<file path="src/rtl/pio_in_edge_capture.sv">
// Avalon-MM input PIO: synchronises and debounces a WIDTH-bit input bus,
// latches qualified edges into a sticky write-1-to-clear capture register
// and raises a maskable level interrupt in edge or level mode.
module pio_in_edge_capture #(
  parameter int unsigned WIDTH           = 5,
  parameter int unsigned DEBOUNCE_CYCLES = 1,
  parameter int unsigned CNT_W           = $clog2(DEBOUNCE_CYCLES + 1)
) (
  input  logic             clk,
  input  logic             reset_n,
  input  logic [1:0]       address,
  input  logic             chipselect,
  input  logic             write_n,
  input  logic [31:0]      writedata,
  input  logic [WIDTH-1:0] in_port,
  output logic [31:0]      readdata,
  output logic             irq
);

  typedef enum logic [1:0] {
    MODE_RISE  = 2'd0,
    MODE_FALL  = 2'd1,
    MODE_ANY   = 2'd2,
    MODE_LEVEL = 2'd3
  } mode_e;

  localparam logic [1:0] ADDR_DATA    = 2'd0;
  localparam logic [1:0] ADDR_CTRL    = 2'd1;
  localparam logic [1:0] ADDR_IRQMASK = 2'd2;
  localparam logic [1:0] ADDR_EDGECAP = 2'd3;

  // Count value at which a persistent difference is accepted into stable.
  localparam logic [CNT_W-1:0] CNT_LAST = CNT_W'(DEBOUNCE_CYCLES - 1);

  logic [WIDTH-1:0]            s1_q, s2_q;
  logic [WIDTH-1:0]            stable_q, stable_d;
  logic [WIDTH-1:0][CNT_W-1:0] cnt_q, cnt_d;
  logic [WIDTH-1:0]            edgecap_q, edgecap_d;
  logic [WIDTH-1:0]            irqmask_q, irqmask_d;
  mode_e                       ctrl_q, ctrl_d;
  logic [31:0]                 readdata_q, readdata_d;

  logic [WIDTH-1:0]            update_c;
  logic [WIDTH-1:0]            cap_set_c;
  logic                        wr_c;

  // Only the low WIDTH bits (or two for CTRL) of a write carry meaning.
  logic                        unused_wdata;
  assign unused_wdata = ^writedata;

  assign wr_c = chipselect && !write_n;

  // Per-bit debounce: a difference must persist DEBOUNCE_CYCLES cycles at s2.
  always_comb begin
    stable_d = stable_q;
    cnt_d    = '0;
    update_c = '0;
    for (int i = 0; i < int'(WIDTH); i++) begin
      if (s2_q[i] != stable_q[i]) begin
        if (cnt_q[i] == CNT_LAST) begin
          stable_d[i] = s2_q[i];
          update_c[i] = 1'b1;
        end else begin
          cnt_d[i] = cnt_q[i] + CNT_W'(1);
        end
      end
    end
  end

  // Qualify accepted updates by the selected edge mode.
  always_comb begin
    cap_set_c = '0;
    unique case (ctrl_q)
      MODE_RISE:  cap_set_c = update_c & s2_q;
      MODE_FALL:  cap_set_c = update_c & ~s2_q;
      MODE_ANY:   cap_set_c = update_c;
      MODE_LEVEL: cap_set_c = '0;
      default:    cap_set_c = '0;
    endcase
  end

  // Register writes; a capture on the same edge overrides a W1C.
  always_comb begin
    ctrl_d    = ctrl_q;
    irqmask_d = irqmask_q;
    edgecap_d = edgecap_q;
    if (wr_c) begin
      unique case (address)
        ADDR_CTRL:    ctrl_d    = mode_e'(writedata[1:0]);
        ADDR_IRQMASK: irqmask_d = writedata[WIDTH-1:0];
        ADDR_EDGECAP: edgecap_d = edgecap_q & ~writedata[WIDTH-1:0];
        default:      ;
      endcase
    end
    edgecap_d = edgecap_d | cap_set_c;
  end

  // Read mux from current register contents, independent of chipselect.
  always_comb begin
    readdata_d = '0;
    unique case (address)
      ADDR_DATA:    readdata_d = 32'(stable_q);
      ADDR_CTRL:    readdata_d = 32'(ctrl_q);
      ADDR_IRQMASK: readdata_d = 32'(irqmask_q);
      ADDR_EDGECAP: readdata_d = 32'(edgecap_q);
      default:      readdata_d = '0;
    endcase
  end

  // State registers with asynchronous active-low clear.
  always_ff @(posedge clk or negedge reset_n) begin
    if (!reset_n) begin
      s1_q       <= '0;
      s2_q       <= '0;
      stable_q   <= '0;
      cnt_q      <= '0;
      edgecap_q  <= '0;
      irqmask_q  <= '0;
      ctrl_q     <= MODE_RISE;
      readdata_q <= '0;
    end else begin
      s1_q       <= in_port;
      s2_q       <= s1_q;
      stable_q   <= stable_d;
      cnt_q      <= cnt_d;
      edgecap_q  <= edgecap_d;
      irqmask_q  <= irqmask_d;
      ctrl_q     <= ctrl_d;
      readdata_q <= readdata_d;
    end
  end

  assign readdata = readdata_q;
  assign irq      = (ctrl_q == MODE_LEVEL) ? |(stable_q & irqmask_q)
                                           : |(edgecap_q & irqmask_q);

endmodule

</file>
<file path="config.mk">
export PLATFORM = sky130hd
export DESIGN_NAME = pio_in_edge_capture
export DESIGN_NICKNAME = d
export VERILOG_FILES = /design/src/rtl/pio_in_edge_capture.sv
export SDC_FILE = /design/constraint.sdc
export NUM_CORES = 1
export LEC_CHECK = 0
export CAP_MARGIN = 20
export CORE_UTILIZATION = 30
export DETAILED_ROUTE_END_ITERATION = 12
export PLACE_DENSITY_LB_ADDON = 0.15
export SYNTH_ARGS = -nofsm -noshare
export SYNTH_HDL_FRONTEND = slang
export SYNTH_SLANG_ARGS = --single-unit
export TNS_END_PERCENT = 100
</file>
<file path="constraint.sdc">
create_clock -name clk -period 3.1 [get_ports clk]
set_clock_uncertainty 0.05 [all_clocks]
set_input_delay 0.31 -clock clk [delete_from_list [all_inputs] [get_ports clk]]
set_output_delay 0.31 -clock clk [all_outputs]
set_load 0.1 [all_outputs]
</file>
-- After elaboration in Yosys (flattened, before gate mapping)
Index checks and enable logic that the tools add are counted.
W data, S select, Z words.
- RAM bits: 0
- memory bits (read-only): 0
- register bits after elaboration: 64
- output and inout port bits: 33
- latch bits: 0
- memories: 0
- $mul: 0
- add/subtract/negate cells: 5
- div/mod/pow operators: 0
- shift operators: 0
- bitwise logic cells: 13
- mux-type cells: 25
- equal/unequal tests: 11
- order comparisons: 0
- reductions and logical operators: 13
- operators by type and width (kind ; count):
    $pmux W32 S4 ; 1
    $and A5 B5 Y5 ; 5
    $mux W1 ; 21
    $pmux W5 S4 ; 1
    $reduce_and A2 Y1 ; 7
    $mux W5 ; 2
    $not A5 Y5 ; 2
    $reduce_or A5 Y1 ; 2
    $eq A2 B2 Y1 const B ; 4
    $add A1 B1 Y1 const B ; 5
    $ne A1 B1 Y1 ; 5
    $not A1 Y1 ; 5
    $or A5 B5 Y5 ; 1
    $eq A2 B1 Y1 const B ; 2
    $logic_not A2 Y1 ; 2
    $logic_and A1 B1 Y1 ; 1
    $logic_not A1 Y1 ; 1

-- Depth between registers and ports, before layout
Gate-level depths: netlist (run 1).
- word-level depth: 5
- mapped depth: 4
- gate-level depth less buffers: 3

-- Worst setup path after synthesis (run 1)
Ideal clock, no wire load.
- path kind: reg2out
- from: register ctrl_q[0]
- to: output irq
- setup slack: 634 ps
- data required time: 2740 ps
- cell stages (with the launch flop): 5
- arrival: 2106 ps
- cell sequence: dfrtp_1 > buf_4 > nand2_1 > a21oi_1 > a22oi_1
- longest elaborated chain between the ends: 2
- ends and longest elaborated chain (element ; RTL line ; source):
    start: declaration ; 40 ; mode_e ctrl_q, ctrl_d;
    start signal: assignment ; 128 ; ctrl_q <= ctrl_d;
    $eq A2 B2 Y1 ; 134 ; assign irq = (ctrl_q == MODE_LEVEL) ? |(stable_q & irqmask_q)
    $mux W1 ; 134 ;
    end: declaration ; 17 ; output logic irq
Every way passes these cells.

-- Worst setup path after layout (run 1)
- from: register readdata_q[1] (netlist: readdata[1])
- to: output readdata[1]
- RTL lines (element ; RTL line ; source):
    start: declaration ; 41 ; logic [31:0] readdata_q, readdata_d;
    start signal: assignment ; 129 ; readdata_q <= readdata_d;
    end: declaration ; 16 ; output logic [31:0] readdata,
No word-level cell between the ends.

==> run_results.csv, run 1 <==
group,metric,value,unit
synth,ys_warn_count,0,
synth,ys_ff_latch,32,
synth,ys_seq_area_share,52.85,%
die,core_area,4786,um^2
detailed_routing,post_drt_wl_per_cell,12.60,um
synth,synth_enable_flop_cells,0,
die,num_rows,25,
power,power.leakage,0.0007416,uW
worst_setup_path,crit_arrival,1.75,ns
detailed_routing,postRouteAntennaNets,0,
worst_setup_path,cp-end-kind,"primary output",
clock_tree,insertion_delay,0.28,ns
clock_tree,cts_sinks,32,
cells_and_area,antenna_cells,0,
placed_design,hpwl,1864,um
worst_setup_path,critPathKind,"flip-flop to primary output",
worst_setup_path,crit_slowest_cell,"clkdlybuf4s50_1",
detailed_routing,vias,890,
global_route,grt_max_degree,33,
sta,tns,0,ns
min_path,min_delay_path_depth,0,
cells_and_area,drive_above_1_share,16.20,%
global_route,antenna_found_initial,0,
worst_setup_path,critPathMaxStageDelay,1.13,ns
worst_setup_path,cp_max_fo,1,
worst_setup_path,crit_required,2.74,ns
sta,period_share,68.10,%
clock_tree,clockRootBuffer,"clkbuf_8",
clock_tree,cts_max_path_buffers,2,
worst_setup_path,critPathLaunchType,"flip-flop",
sta,post-route-min-period,2.111,ns
placed_design,portBuffers,21,
worst_setup_path,cp.depth,1,
sta,relSlewSlack,35.47,%
worst_setup_path,cp_cell_sequence,"clkdlybuf4s50_1",
die,start_util,31.66,%
die,dieArea,5339,um^2
clock_tree,clk_pin_slew,0.06,ns
detailed_routing,drt-total-wl,2634,um
placed_design,place_congestion,0.7494,
cells_and_area,fin_cells,209,
synth,yosys.cell_types.count,21,
global_route,grt_usage,11.72,%
sta,setup_viol,0,
placed_design,dp_cells,201,
sta,tightest_slew,0.9649,ns
die,boundaryPins,76,
sta,holdWs,0.2954,ns
clock_tree,cts_hold_buffers,0,
clock_tree,post-cts-setup-buffers,0,
global_route,first_global_vias,850,
clock_tree,cts_tree,"done",
worst_setup_path,cp_top_family,"buffers and inverters",
synth,netlist_instances,121,
worst_setup_path,r2r_cells,3,
power,total_power,1289,uW
detailed_routing,avgViaCountPerCell,4.258,
clock_tree,cts-buffers-inserted,5,
sta,fmax,473.7,MHz
clock_tree,htree_num_levels,2,
cells_and_area,nets,184,
clock_tree,cts_resized,0,
power,power.density,727.7,nW/um^2
sta,rsz0062_at_grt,"false",
global_route,grt-ovfl-total,0,
synth,async_flop_share,100.0,%
detailed_routing,drt_first_pass_iters,4,
sta,slew_viol_final,0,
synth,syn_area,1515,um^2
synth,synth_ff_type,"dfrtp_1",
detailed_routing,drcViolationCount,0,
cells_and_area,fillers,475,
sta,hold_viol_final,0,
job,max-cap-violations,0,
power,ir_drop,238.5,uV
die,die_h,73.07,um
synth,synth.avg_cell_area,12.52,um^2
detailed_routing,drt_iter0_markers,49,
outcome,status,"complete, no violations",
cells_and_area,area_growth,16.93,%
worst_setup_path,cp_num_buf_inv,1,
die,die_x,73.07,um
min_path,hold_path_class,"flip-flop to flip-flop",
global_route,grt_pass1_wl,4416,um
-- path summary, 6_finish.rpt --
kind	end	slack, ns	from
setup / recovery	readdata[1]	0.99	readdata[1]
hold / removal	s2_q[3]	0.30	s1_q[3]
setup reg to reg	edgecap_q[3]	1.70	ctrl_q[0]
hold reg to reg	s2_q[3]	0.30	s1_q[3]
max in group asynchronous	s1_q[3]	2.33	reset_n
min in group asynchronous	s2_q[2]	0.37	reset_n
-- metal layers --
metal  track usage, %  vias to the layer above  part of all wire, %
met1            14.90                      432                   48
met4            6.536                        0                  1.6
met5                0                        -                    0
li1                 -                      408                    -
met3            4.696                        5                  7.2
met2            16.87                       45                   43
-- kinds of logic (layout without fill, tap and decap cells) --
logic type	after synthesis	after routing	synth area share, %
AOI/OAI and AO/OA	20	20	9.991
DFF	32	32	52.85
muxes	12	12	10.90
and+or+nand+nor	21	21	9.661
other	1	27	0.2475
buffers and inverters	35	30	16.35
-- cell usage after synthesis (2+ instances only) --
master | count | share of area [%]
buf_4 | 29 | 14
nand2_1 | 6 | 1.5
nand2b_1 | 5 | 2.1
a21oi_1 | 6 | 2.0
clkbuf_1 | 5 | 1.2
nor3b_1 | 5 | 2.5
mux4_1 | 2 | 3.5
a221oi_1 | 2 | 1.2
dfrtp_1 | 32 | 53
a22o_1 | 5 | 2.9
mux2_2 | 10 | 7.4
a211o_1 | 4 | 2.3
a22oi_1 | 2 | 0.99
-- registers in the layout, summed over array words and instances, names as in the netlist --
signal	flops
ctrl_q	2
edgecap_q	5
irqmask_q	5
readdata	5
s1_q	5
s2_q	5
stable_q	5
-- cell type report --
class	instances	area [um^2]	share of cell area, %
sequential	32	800.8	45.20
clock inverter	2	35.03	1.977
tap	67	83.83	4.732
timing repair buffer	22	215.2	12.15
multi-input combinational	80	564.3	31.85
clock buffer	6	72.57	4.096
-- where the power goes --
group / switching (uW) / internal [uW]
clock network: 144 / 238
registers: 44.8 / 464
logic: 298 / 99.8
-- through the flow --
step / cell area [um^2] / setup slack [ns] / utilization, %
after floorplan: 1613 / 0.6344 / -
after global placement: 1664 / 1.201 / 34.77
after detailed placement: 1664 / 1.185 / 34.77
after CTS: 1772 / 0.9774 / 37.02
after global routing: 1772 / 0.9445 / 37.02
final: 1772 / 0.9890 / 37.02
-- cell usage in the layout, fill, tap and decap left out --
cell type,instances
clkinv_2,1
buf_4,2
a21oi_1,6
mux4_1,2
nand2b_1,5
nor3b_1,5
a211o_1,4
clkbuf_1,1
a22o_1,5
and4bb_4,1
clkbuf_8,5
and4b_4,1
conb_1,27
nand2_1,6
a22oi_1,2
nor2_1,1
dfrtp_1,32
bufinv_16,1
and4bb_2,1
a221o_1,1
clkdlybuf4s50_1,20
a221oi_1,2
mux2_2,10
nand2b_2,1
Power figures use the tool's default switching activity.
==> inputs of run 2 (changes only) <==
clock period = 2 ns   (was 3.1 ns; I/O delays follow)
==> run 2 against run 1 <==
  * First-iteration DRC count fell by 35%
  * Non-clock buffer count is 1 higher
  * Combinational power increased by 60%
  * Sequential share of layout area grew 0.064 points
  * Final cell count grew 0.48%
  * Clock power up 31%
  * Sequential power grew 55%
  * Flip-flop and latch count unchanged
  * Wire length increased by 1.7%
  * Global-route usage up 0.14 points
  * Highest routed layer unchanged
==> run_results.csv, run 2 (synthesis gave the netlist of run 1 again) <==
group,metric,value,unit
worst_setup_path,cp_max_fo,4,
clock_tree,htree_num_levels,2,
global_route,first_global_vias,834,
power,power.density,1088,nW/um^2
cells_and_area,regArea,800.8,um^2
sta,rsz0062_at_grt,"false",
cells_and_area,multiInputGateArea,569.3,um^2
power,p_sw,765.8,uW
cells_and_area,nets,185,
cells_and_area,antenna_cells,0,
sta,slew_viol_final,0,
die,core_area,4786,um^2
worst_setup_path,critPathLaunchType,"flip-flop",
die,dieArea,5339,um^2
detailed_routing,drcViolationCount,0,
clock_tree,clk_pin_slew,0.06,ns
power,power.leakage,0.0007535,uW
die,start_util,31.66,%
global_route,grt_max_degree,33,
cells_and_area,fillers,467,
detailed_routing,avgViaCountPerCell,4.438,
clock_tree,cts_max_path_buffers,2,
clock_tree,clockRootBuffer,"clkbuf_8",
clock_tree,cts_tree,"done",
global_route,grt-ovfl-total,0,
power,switching_share,39.78,%
worst_setup_path,r2r_slack,0.55,ns
sta,fin_ws,0.2008,ns
power,power_frac_clock,25.9,%
sta,post-route-min-period,1.799,ns
power,p_int,1159,uW
worst_setup_path,crit_required,1.75,ns
clock_tree,cts_sinks,32,
clock_tree,cts_resized,0,
power,pwr-share-seq,41.0,%
global_route,grt_pass1_wl,4471,um
cells_and_area,layout_commonest_cell,"dfrtp_1",
cells_and_area,area_growth,16.76,%
global_route,antenna_found_initial,0,
power,combPwrFrac,33.0,%
detailed_routing,postRouteAntennaNets,0,
global_route,grt_usage,11.86,%
detailed_routing,drt_first_pass_iters,4,
sta,hold_viol_final,0,
placed_design,portBuffers,21,
detailed_routing,vias,932,
job,max-cap-violations,0,
placed_design,hpwl,1921,um
placed_design,place_ws,0.2000,ns
placed_design,place_congestion,0.7570,
clock_tree,insertion_delay,0.28,ns
outcome,status,"complete, no violations",
sta,setup_viol,0,
clock_tree,post-cts-setup-buffers,0,
min_path,hold_path_class,"input port to async pin",
die,num_rows,25,
detailed_routing,drt_iter0_markers,32,
die,die_x,73.07,um
power,ir_drop,390.8,uV
detailed_routing,drt-total-wl,2679,um
clock_tree,cts-buffers-inserted,5,
sta,tns,0,ns
die,die_h,73.07,um
cells_and_area,drive_above_1_share,21.68,%
cells_and_area,layout_common_cells,"dfrtp_1 (32), conb_1 (27), clkdlybuf4s50_1 (15)",
sta,fmax,555.8,MHz
die,boundaryPins,76,
detailed_routing,post_drt_wl_per_cell,12.76,um
clock_tree,cts_hold_buffers,0,
worst_setup_path,cp-end-kind,"primary output",
worst_setup_path,critPathKind,"flip-flop to primary output",
sta,period_share,89.96,%
worst_setup_path,crit_arrival,1.55,ns
cells_and_area,final_util,36.97,%
[run 2: routing by layer]
metal	GRT usage [%]	wire (um)
met4	6.536	64
met1	15.86	1229
met3	4.696	196
met5	0	0
met2	16.26	1189
[run 2: path summary, 6_finish.rpt]
check,cells after the start,start,to
setup / recovery,4,irqmask_q[0],irq
hold / removal,2,reset_n,s2_q[2]
setup reg to reg,3,ctrl_q[0],edgecap_q[3]
hold reg to reg,0,s1_q[1],s2_q[1]
max in group asynchronous,2,reset_n,edgecap_q[1]
min in group clk,1,in_port[2],s1_q[2]
[run 2: critical path, cell delays in order, from the launching register on]
cell	delay, ns
dfrtp_1	0.41
a22o_1	0.25
a221oi_1	0.26
a22oi_2	0.16
buf_12	0.19
[run 2: through the flow]
step	area (um^2)	hold slack (ns)	cells	total power [uW]
after floorplan	1618	-0.1456	147	1341
after global placement	1677	0.2835	202	1431
after detailed placement	1677	0.2864	202	1439
after CTS	1769	0.2643	210	1949
after global routing	1769	0.2755	210	2019
final	1769	0.2523	210	1925
[run 2: power groups by stage]
stage          clock [uW]  combinational [uW]  sequential (uW)
6_report              499                 636              790
5_1_grt               554                 662              802
4_1_cts               521                 638              790
3_5_place_dp            0                 638              802
3_3_place_gp            0                 633              798
2_1_floorplan           0                 457              884
[run 2: area by class of cell]
class                           instances  area share, %
Multi-Input combinational cell         80          32.18
Clock buffer                            6          4.668
Timing Repair Buffer                   23          12.59
Sequential cell                        32          45.26
Tap cell                               67          4.738
Clock inverter                          2         0.5658
